### src/rtl/conv_weight_loader.sv
// conv_weight_loader
//   Fetches one output channel's KERN_SIZE weights and its bias from the
//   parameter memory. It assembles them into the convolver's wide weights bus
//   and bias word, then offers them on the weight_write/weight_ack handshake.
//
// Ports
//   clk, reset   : rising-edge clock, synchronous active-high reset
//   start, chan  : load request and channel index, sampled only in IDLE
//   busy         : a load is in progress
//   done         : one-cycle pulse after the convolver accepts the kernel
//   start_err    : one-cycle pulse for a start with an out-of-range channel
//   mem_rd_en    : memory read strobe
//   mem_addr     : memory word address
//   mem_rd_data  : read data, valid one cycle after mem_rd_en
//   weights      : kernel, weight k at [BW*k +: BW]
//   bias         : channel bias
//   weight_write : weights/bias valid to the convolver
//   weight_ack   : convolver accepts (transfer when both high)
module conv_weight_loader #(
  parameter int BW        = 16,
  parameter int KERN_DIM  = 5,
  parameter int KERN_SIZE = KERN_DIM * KERN_DIM,
  parameter int NUM_CHAN  = 20,
  parameter int CHAN_BW   = $clog2(NUM_CHAN),
  parameter int ADDR_BW   = $clog2(NUM_CHAN * (KERN_SIZE + 1))
) (
  input  logic                    clk,
  input  logic                    reset,
  input  logic                    start,
  input  logic [CHAN_BW-1:0]      chan,
  output logic                    busy,
  output logic                    done,
  output logic                    start_err,
  output logic                    mem_rd_en,
  output logic [ADDR_BW-1:0]      mem_addr,
  input  logic [BW-1:0]           mem_rd_data,
  output logic [BW*KERN_SIZE-1:0] weights,
  output logic [BW-1:0]           bias,
  output logic                    weight_write,
  input  logic                    weight_ack
);

  localparam int RC_BW = $clog2(KERN_SIZE + 1);
  localparam logic [RC_BW-1:0]   LAST_RC    = RC_BW'(KERN_SIZE);
  localparam logic [ADDR_BW-1:0] CHAN_WORDS = ADDR_BW'(KERN_SIZE + 1);
  // One extra bit so NUM_CHAN itself is representable even when it is a power of two.
  localparam logic [CHAN_BW:0]   NUM_CHAN_W = (CHAN_BW + 1)'(NUM_CHAN);

  typedef enum logic [1:0] {
    IDLE,
    FETCH,
    DRAIN,
    WRITE
  } state_t;

  state_t             state, state_nxt;
  logic               accept, reject;
  logic [ADDR_BW-1:0] base;
  logic [RC_BW-1:0]   rc;
  logic [RC_BW-1:0]   rd_idx;
  logic               rd_vld;

  always_ff @(posedge clk) begin
    if (reset) state <= IDLE;
    else       state <= state_nxt;
  end

  // The done cycle is still treated as the tail of the previous load, so a
  // start coinciding with done is dropped even though the state is IDLE.
  always_comb begin
    state_nxt = state;
    accept    = 1'b0;
    reject    = 1'b0;
    case (state)
      IDLE: begin
        if (start && !done) begin
          if ({1'b0, chan} < NUM_CHAN_W) begin
            accept    = 1'b1;
            state_nxt = FETCH;
          end else begin
            reject    = 1'b1;
          end
        end
      end
      FETCH:   if (rc == LAST_RC) state_nxt = DRAIN;
      DRAIN:   state_nxt = WRITE;
      WRITE:   if (weight_ack) state_nxt = IDLE;
      default: state_nxt = IDLE;
    endcase
  end

  assign busy         = (state != IDLE);
  assign mem_rd_en    = (state == FETCH);
  assign weight_write = (state == WRITE);
  assign mem_addr     = base + ADDR_BW'(rc);

  always_ff @(posedge clk) begin
    if (reset) begin
      base      <= '0;
      rc        <= '0;
      rd_idx    <= '0;
      rd_vld    <= 1'b0;
      done      <= 1'b0;
      start_err <= 1'b0;
      weights   <= '0;
      bias      <= '0;
    end else begin
      done      <= (state == WRITE) && weight_ack;
      start_err <= reject;

      if (accept) begin
        base <= ADDR_BW'(chan) * CHAN_WORDS;
        rc   <= '0;
      end else if (state == FETCH && rc != LAST_RC) begin
        rc   <= rc + RC_BW'(1);
      end

      // Read data returns one cycle after the strobe; steer it with the
      // index that was on the address bus at that time.
      rd_vld <= mem_rd_en;
      rd_idx <= rc;
      if (rd_vld) begin
        for (int unsigned k = 0; k < KERN_SIZE; k++) begin
          if (rd_idx == RC_BW'(k)) weights[BW*k +: BW] <= mem_rd_data;
        end
        if (rd_idx == LAST_RC) bias <= mem_rd_data;
      end
    end
  end

endmodule

### config.mk
export PLATFORM = sky130hd
export DESIGN_NAME = conv_weight_loader
export DESIGN_NICKNAME = d
export VERILOG_FILES = /design/src/rtl/conv_weight_loader.sv
export SDC_FILE = /design/constraint.sdc
export NUM_CORES = 1
export LEC_CHECK = 0
export BUFFER_PORTS_ARGS = -buffer_cell sky130_fd_sc_hd__buf_2
export CAP_MARGIN = 20
export CORE_AREA = 2 2 175 177
export CTS_CLUSTER_DIAMETER = 120
export DETAILED_ROUTE_END_ITERATION = 10
export DIE_AREA = 0 0 177 179
export HOLD_SLACK_MARGIN = 0.05
export PLACE_DENSITY = 0.83
export REMOVE_ABC_BUFFERS = 1
export SETUP_SLACK_MARGIN = 0.3
export SYNTH_ARGS = -nofsm -noshare
export SYNTH_HDL_FRONTEND = slang
export SYNTH_SLANG_ARGS = --single-unit
### constraint.sdc
create_clock -name clk -period 5.5 [get_ports clk]
set_input_delay 0.825 -clock clk [delete_from_list [all_inputs] [get_ports clk]]
set_output_delay 0.825 -clock clk [all_outputs]
set_load 0.01 [all_outputs]
==> results of run 1 <==
registers in the layout, summed over array words and instances (netlist names):
signal     flops
start_err      1
bias          16
rc             5
base           9
rd_vld         1
state          2
weights      400
rd_idx         5
done           1
worst max path at each step:
stage	slack (ns)	end
global placement	2.32	base[9]
floorplan	2.58	base[9]
detailed placement	2.32	base[9]
global route	2.16	mem_addr[9]
finish	2.25	mem_addr[9]
CTS	2.26	mem_addr[9]
kinds of logic (layout without fill, tap and decap cells):
logic type / after synthesis / in the layout / synth area share
and+or+nand+nor: 958 / 958 / 0.240
DFF: 440 / 440 / 0.545
AOI/OAI and AO/OA: 436 / 436 / 0.136
buffers and inverters: 165 / 545 / 0.0424
adders and majority gates: 29 / 29 / 0.0238
xor gates and xnor gates: 15 / 15 / 0.00813
muxes: 7 / 7 / 0.00433
stage by stage:
stage          std cells  cell area (sq um)  hold WS, ns
2_1_floorplan       1894              15500        0.455
3_3_place_gp        2747              18300        0.437
3_5_place_dp        2747              18300        0.443
4_1_cts             2826              19800        0.452
5_1_grt             2826              19800        0.463
6_report            2826              19800        0.450
cells in the mapped netlist, drive strengths merged:
master	count	area (sq um)
a2111oi	1	8.76
a211oi	1	7.51
a21o	4	30.0
a21oi	424	2120
and2	1	6.26
and2b	3	23.8
and3	2	12.5
buf	41	220
clkbuf	115	432
dfxtp	440	8810
fa	3	60.1
ha	26	325
inv	9	33.8
mux2i	7	70.1
nand2	862	3240
nand2b	8	52.6
nand3	11	65.1
nand4	4	25.0
nand4b	1	8.76
nor2	40	208
nor2b	8	50.1
nor3	14	146
nor3b	1	7.51
nor4	1	21.3
o2111ai	1	8.76
o21ai	4	20.0
o21bai	1	7.51
or2	1	6.26
or3	1	6.26
xnor2	7	61.3
xor2	8	70.1
worst max-delay path: stages (launching register included):
cell and delay [ns]:
dfxtp_1 0.35, ha_1 0.23, fa_1 0.42, a21o_1 0.20, a21oi_1 0.27, nor2_1 0.12
xor2_1 0.15, buf_2 0.16
cell type report:
type / instances / area, sq um
tap: 396 / 495
sequential: 440 / 8810
clock buffer: 64 / 1270
fill: 2543 / 10300
clock inverter: 15 / 169
multi-input combinational: 1445 / 6670
inverter: 9 / 33.8
timing repair buffer: 457 / 2330
per-layer routing:
layer	wire length (um)	vias to the layer above	track usage	share of wire
li1	-	7279	-	-
met1	20800	7331	0.405	0.38
met2	25300	861	0.517	0.46
met3	5390	240	0.0746	0.098
met4	3640	0	0.190	0.066
met5	0	-	0	0
where the power goes:
group,total [mW],internal (mW),switching (mW)
combinational,0.461,0.130,0.331
clock,2.98,1.74,1.24
sequential,3.27,3.23,0.0433
total,6.71,5.10,1.61
==> summary by stage, run 1 <==
Floorplan
In this run the core area contains 64 standard-cell rows. In this run the horizontal extent of the chip is 177 um. The placeable core region is 30000 sq um. For this design the top-level I/O count stands at 456. The die covers 31700 sq um.

Measured along the y axis, the die boundary spans 179 um. The initial standard-cell utilization of the core is 0.538.

Logic synthesis
The count of cell types in the netlist is 40. Yosys printed 0 warnings. Counting flops and latches in the post-synthesis netlist gives 440. The register area share after synthesis is 0.545.

The cell area that synthesis handed to floorplanning was 16200 sq um. The synthesized instance count is 2050. A synthesized cell averages 7.89 sq um.

Worst setup path
In this run the critical register-to-register path is captured at weights[388]. The startpoint identified for the worst register-to-register timing path is rd_idx[3]. The worst register-to-register path has a depth of 4. The register-to-register setup slack is 2.74 ns. Along the worst path, the maximum fanout reaches 5. At the worst endpoint, the required time is 4.68 ns. The worst setup path is launched from a flop.

The endpoint kind of the worst setup timing path is an output pin. The start-to-end type of the worst setup path is reg2out. The signal arrival time at the worst endpoint is 2.43 ns.

The most critical setup path has its startpoint at rc[1].

Power and ir drop
IR analysis of the VDD net gives a maximum drop of 0.267 mV. The total power of the final layout is 6.71 mW. For this design the static power due to leakage is 8.17 nW. The power density over cell area is 339 nW/um^2.

Global routing
The initial antenna violation count is 0. Across every metal layer, demand over resource in global routing totals 0.325. The overflow left after global routing is 0. The maximum number of pins on one net before global-route repair is 174.

The number of global-route vias before repair is 14200. The first global-routing pass estimated 80.0 mm of wire.

Route
The detailed router placed 15700 vias in this run. In the routed design, unresolved DRC markers number 0. The first detailed-routing pass ran for 5 iterations.

Wires add up to 55.2 mm. The detailed router finished its first iteration with 1430 violations. The routed length per instance is 19.5 um. The residual antenna-violating net count after detailed routing is 0.

The average via count per standard cell is 5.56.

Timing
The max-slew violation total from the final report is 0. The number of setup violations in the final report is 0. The actual slew at the worst max-slew pin is 1.04 ns.

The final cycle utilization of the critical path is 0.591. The worst path in the final design needs a cycle of 3.25 ns, including I/O delays and setup. The accumulated negative setup slack is 0 ns. Setup repair after global routing left no endpoint under its margin. Across the routed clock network, the largest skew measured is 0.0217 ns. Measured against its own limit, the worst slew margin works out to 0.302. The worst setup margin is 2.25 ns. The number of endpoints with negative hold slack in the final report was 0. Static timing analysis puts the maximum clock frequency at 308 MHz.

Clock tree
The H-tree was split into 2 levels. For this design, the CTS-stage hold fixing added 0 buffers. Post-CTS timing repair inserted 0 buffers for setup.

The clock latency of the later-clocked register in the worst-skew pair is 0.54 ns. Post-CTS repair changed the size of 0 cells. The maximum clock insertion buffer count is 3.

The master cell of the clock root buffer is clkbuf_16. Clock tree synthesis inserted a total of 43 buffers. TritonCTS built the clock tree. The clock-pin slew of the registers on the worst-case setup and hold paths is 0.06 ns.

The TritonCTS sink count is 440.

Place
The count of buffers from port buffering is 455. Routability-driven placement finished with a final weighted congestion of 0.888. At the placement stage, the worst setup path has a slack of 2.32 ns. The placed wire-length estimate after detailed placement is 34.9 mm.

Layout
The commonest non-fill, non-tap cell in the layout is nand2_1. The utilization after layout is 0.658. In the layout the commonest cells are nand2_1, buf_2, dfxtp_1. In the final design database the tool counted 2450 nets.

The share of cells above drive strength 1 is 0.232. From synthesis to final layout, the design area changed by 22.3%. The count of antenna diodes in the layout is 0.

Job
The max-cap check violation count is 0.

Hold path
The worst min-delay path endpoint is weights[358]. The class of the worst hold path is reg2reg. The worst hold path stage count is 2.

The startpoint identified for the worst hold timing path is weights[358].

Outcome
The flow ran to the end, and the final reports show no timing, DRC or antenna violations.
Note: power is estimated with default switching activity, not from simulation.
==> run 2, diff against run 1 <==
Settings changed: ABC_AREA set to 1, CORE_AREA 2 2 175 177 to not set, CORE_UTILIZATION set to 52, DIE_AREA 0 0 177 179 to not set, PLACE_DENSITY 0.83 to 0.79.
Clock period 5.5 ns to 3.25 ns, I/O delays scaled along.
==> run 2 against run 1 <==
Sequential share of layout area decreased by 1.2 points; die area rose by 3.8%; combinational power increased by 110%; sequential power is 70% higher; highest routed layer unchanged; utilization fell by 1.6 points; synthesized cell count up 3.7%; clock-buffer cell count increased by 6; total power is 76% higher; critical endpoint is now mem_addr[6]; setup slack lost 1.7 ns; critical path type unchanged; non-clock buffer count increased by 20; flip-flop and latch count stayed put; register-to-register slack lost 1.8 ns.
==> summary by stage, run 2 <==
Hold path
In this run the worst hold path is classified as in2reg.

Logic synthesis
Ranked by total cell area, the synthesized netlist is headed by dfxtp_1, a21oi_1, nand3_1. Sorting the synthesized cells by how often they occur yields dfxtp_1, a21oi_1, nand2_1, nand3_1, nor2_1. The library cell with the highest instance count after synthesis is dfxtp_1. The area share of and/or/nand/nor cells after synthesis is 0.221 (-0.0186). The count of cell types in the netlist is 30 (-25%). The total number of yosys warnings is 0 (unchanged).

The xor/xnor share of the synthesized area came to 0.00419 (-0.00394). The register area share after synthesis is 0.526 (-0.0184). The fraction of synthesized cell area taken by the top area cell type is 0.526 (-0.0184). The post-synthesis async set-or-reset flop share came to 0 (unchanged).

The multiplexer share of the synthesized area is 0 (-0.00433). The number of flops mapped to enable cells by yosys is 0 (unchanged). By area, the combinational part of the netlist is dominated by simple AND/OR/NAND/NOR gates. The synthesized-area fraction occupied by ao, oa, aoi and oai cells is 0.147 (+0.0107). The synthesized-area fraction occupied by adder cells came to 0.0230 (-0.000806).

The mean cell area of the mapped netlist is 7.87 sq um (-0.15%). The summed instance area of the synthesized netlist is 16700 sq um (+3.5%). The synthesized design spends more area on one cell type than any other, namely dfxtp_1. Among all flip-flop cells after synthesis, the most frequent one is dfxtp_1. The synthesized flop and latch total is 440 (unchanged). The synthesized instance count is 2125 (+3.7%).

Power and ir drop
The clock network fraction of design power came to 0.449 (+0.005). The combinational share of power is 0.082 (+0.013). The net load switching power is 2.90 mW (+80%). The part of the power in registers came to 0.469 (-0.018).

The internal power is 8.92 mW (+75%). The switching fraction of total power is 0.246 (+0.00552). The maximum vdd ir drop is 0.332 mV (+24%). The power density over cell area is 581 nW/um^2 (+71%). The leakage power summed over all cells came to 8.82 nW (+7.9%).

Worst setup path
The maximum fanout along the worst path is 5 (unchanged). The worst path required time is 2.76 ns (-1.92 ns). The largest stage delay on the critical path is 0.39 ns (-0.03 ns).

The signal arrival time at the worst endpoint was 2.22 ns (-0.21 ns). The combined buffer and inverter count along the critical path is 1 (unchanged). The worst setup path is launched from a flop.

The start-to-end type of the worst setup path is reg2out. The critical path goes through ha_1, a21oi_1, or2_2, nand3_1, xor2_1, buf_2. Among cell families on the critical path, the largest total delay comes from adder cells. STA classifies the critical path endpoint as an output pin. The slowest library cell on the worst path is ha_1.

Route
The number of DRC violations after detailed-routing iteration 0 came to 1531 (+7.1%). The average via count per standard cell came to 5.68 (+2.3%). The number of iterations in the first detailed-routing pass is 5 (unchanged).

The routed length per instance is 19.2 um (-1.7%). The total number of vias came to 16500 (+4.7%). The residual antenna-violating net count after detailed routing is 0 (unchanged). The wire length after detailed routing is 55.5 mm (+0.72%). The number of remaining DRC errors is 0 (unchanged).

Layout
In the layout the commonest cells are buf_2, dfxtp_1, a21oi_1. The register with the highest flop count is weights. The largest registers in the layout are weights (400), bias (16), base (9).

The net count reported at finish is 2510 (+2.4%). The area added between synthesis and finish is 21.5%. The library cell used most frequently in the layout, excluding fill and tap cells, is buf_2. The count of antenna diodes in the layout was 0 (unchanged). The share of cells above drive strength 1 is 0.232 (about the same). The number of flip-flops in the largest register is 400 (unchanged). The number of standard cells in the layout, taps in and fillers out was 2894 (+2.4%). The utilization after layout came to 0.643 (-0.0156).

Floorplan
The initial standard-cell utilization of the core is 0.529 (-0.00948). The floorplan die area is 32900 sq um (+3.8%). The placeable core region is 31600 sq um (+5.4%).

The count of pins on the block boundary was 456 (unchanged). The horizontal die dimension is 181 um (+2.5%). The row count is 65 (+1.6%). The die height is 181 um (+1.3%).

Clock tree
The total clock buffers created by CTS is 44 (+2.3%). The count of instances resized after the clock tree is built is 0 (unchanged). The maximum clock insertion buffer count is 3 (unchanged).

The buffer count from post-CTS setup fixing came to 0 (unchanged). The clock tree from TritonCTS is done. The clock latency of the later-clocked register in the worst-skew pair is 0.54 ns (about the same). The tree is rooted in a clkbuf_16. The number of buffers inserted for hold repair after clock tree synthesis is 0 (unchanged). The depth of the CTS H-tree is 2 (unchanged).

The TritonCTS sink count came to 440 (unchanged). The clock-pin slew of the registers on the worst-case setup and hold paths is 0.06 ns (about the same).

Timing
Timing would allow up to 369 MHz. The number of setup violations in the final report is 0 (unchanged). The actual slew at the worst max-slew pin is 1.05 ns (+0.0124 ns). The post-layout minimum cycle time is 2.71 ns. The worst clock skew is 0.0141 ns (-0.00759 ns). Setup repair after global routing left no endpoint under its margin. The max-slew violation total from the final report came to 0 (unchanged). Of the available clock period, the critical path in the final layout requires 0.834. The number of endpoints with negative hold slack in the final report came to 0 (unchanged).

The headroom to the max-slew limit is 0.295 (-0.00646).

Place
The cell total after placement is 2811 (+2.3%). The routability congestion estimate is 0.903 (+1.7%). The count of buffers from port buffering came to 455 (unchanged). The placed wire-length estimate after detailed placement is 33.8 mm (-3.0%).

Global routing
The number of global-route vias before repair was 14900 (+4.9%). The initial antenna violation count is 0 (unchanged). The maximum number of pins on one net before global-route repair came to 223 (+28%). The global-route wire length before repair was 84.4 mm (+5.5%). The overflow left after global routing is 0 (unchanged). The overall global routing resource usage came to 0.325 (about the same).

Outcome
The flow ran to the end, and the final reports show no timing, DRC or antenna violations.

Job
The max-cap check violation count is 0 (unchanged).
run 2: cell count changes after synthesis, moves of 19 or more:
cell	change
nand2_1	-547
nand3_1	+265
nor2_1	+233
o21ai_0	+161
a21oi_1	-106
inv_1	+79
nor2_2	-19
run 2: power by group through the flow:
stage / Clock (mW) / Sequential, mW / Combinational [mW]
4_1_cts: 5.33 / 5.55 / 0.940
3_3_place_gp: 0 / 5.66 / 0.907
3_5_place_dp: 0 / 5.67 / 0.933
6_report: 5.31 / 5.55 / 0.965
2_1_floorplan: 0 / 5.67 / 0.468
5_1_grt: 5.57 / 5.55 / 1.05
run 2: layer usage:
metal | part of all wire | GRT usage | routed length (um) | vias up
li1 | - | - | - | 7632
met1 | 0.38 | 0.404 | 21300 | 7701
met2 | 0.47 | 0.532 | 25900 | 891
met3 | 0.086 | 0.0574 | 4790 | 228
met4 | 0.064 | 0.189 | 3570 | 0
met5 | 0 | 0 | 0 | -
run 2: logic make-up after synthesis:
kind of cell | count (synthesis)
buf+inv | 293
simple gates | 864
fa+ha+maj | 29
compound gates | 491
flops | 440
xor+xnor | 8
run 2: path summary, 6_finish.rpt:
kind	from	to	slack (ns)	cells past startpoint
max	rc[3]	mem_addr[6]	0.54	6
min	weight_ack	done	0.19	3
max reg2reg	rd_idx[1]	weights[235]	0.92	5
min reg2reg	weights[332]	weights[332]	0.44	2
run 2: layout make-up:
type	instances	area (sq um)
Timing Repair Buffer	477	2490
Clock inverter	12	174
Sequential cell	440	8810
Clock buffer	70	1350
Inverter	101	380
Tap cell	402	503
Multi-Input combinational cell	1392	6630
Fill cell	2734	11300
run 2: per-stage QoR:
stage	TNS, ns	setup slack [ns]	cell area (sq um)	total power [mW]	hold slack [ns]
4_1_cts	0	0.578	20300	11.8	0.177
2_1_floorplan	-233.08	-2.33	15800	6.14	0.462
3_5_place_dp	0	0.604	18800	6.60	0.431
6_report	0	0.538	20300	11.8	0.187
3_3_place_gp	0	0.672	18800	6.57	0.427
5_1_grt	0	0.440	20300	12.2	0.195
run 2: tightest hold or removal path: stages:
cell	delay, ns
buf_2	0.11
nand2_1	0.06
nor2_1	0.03
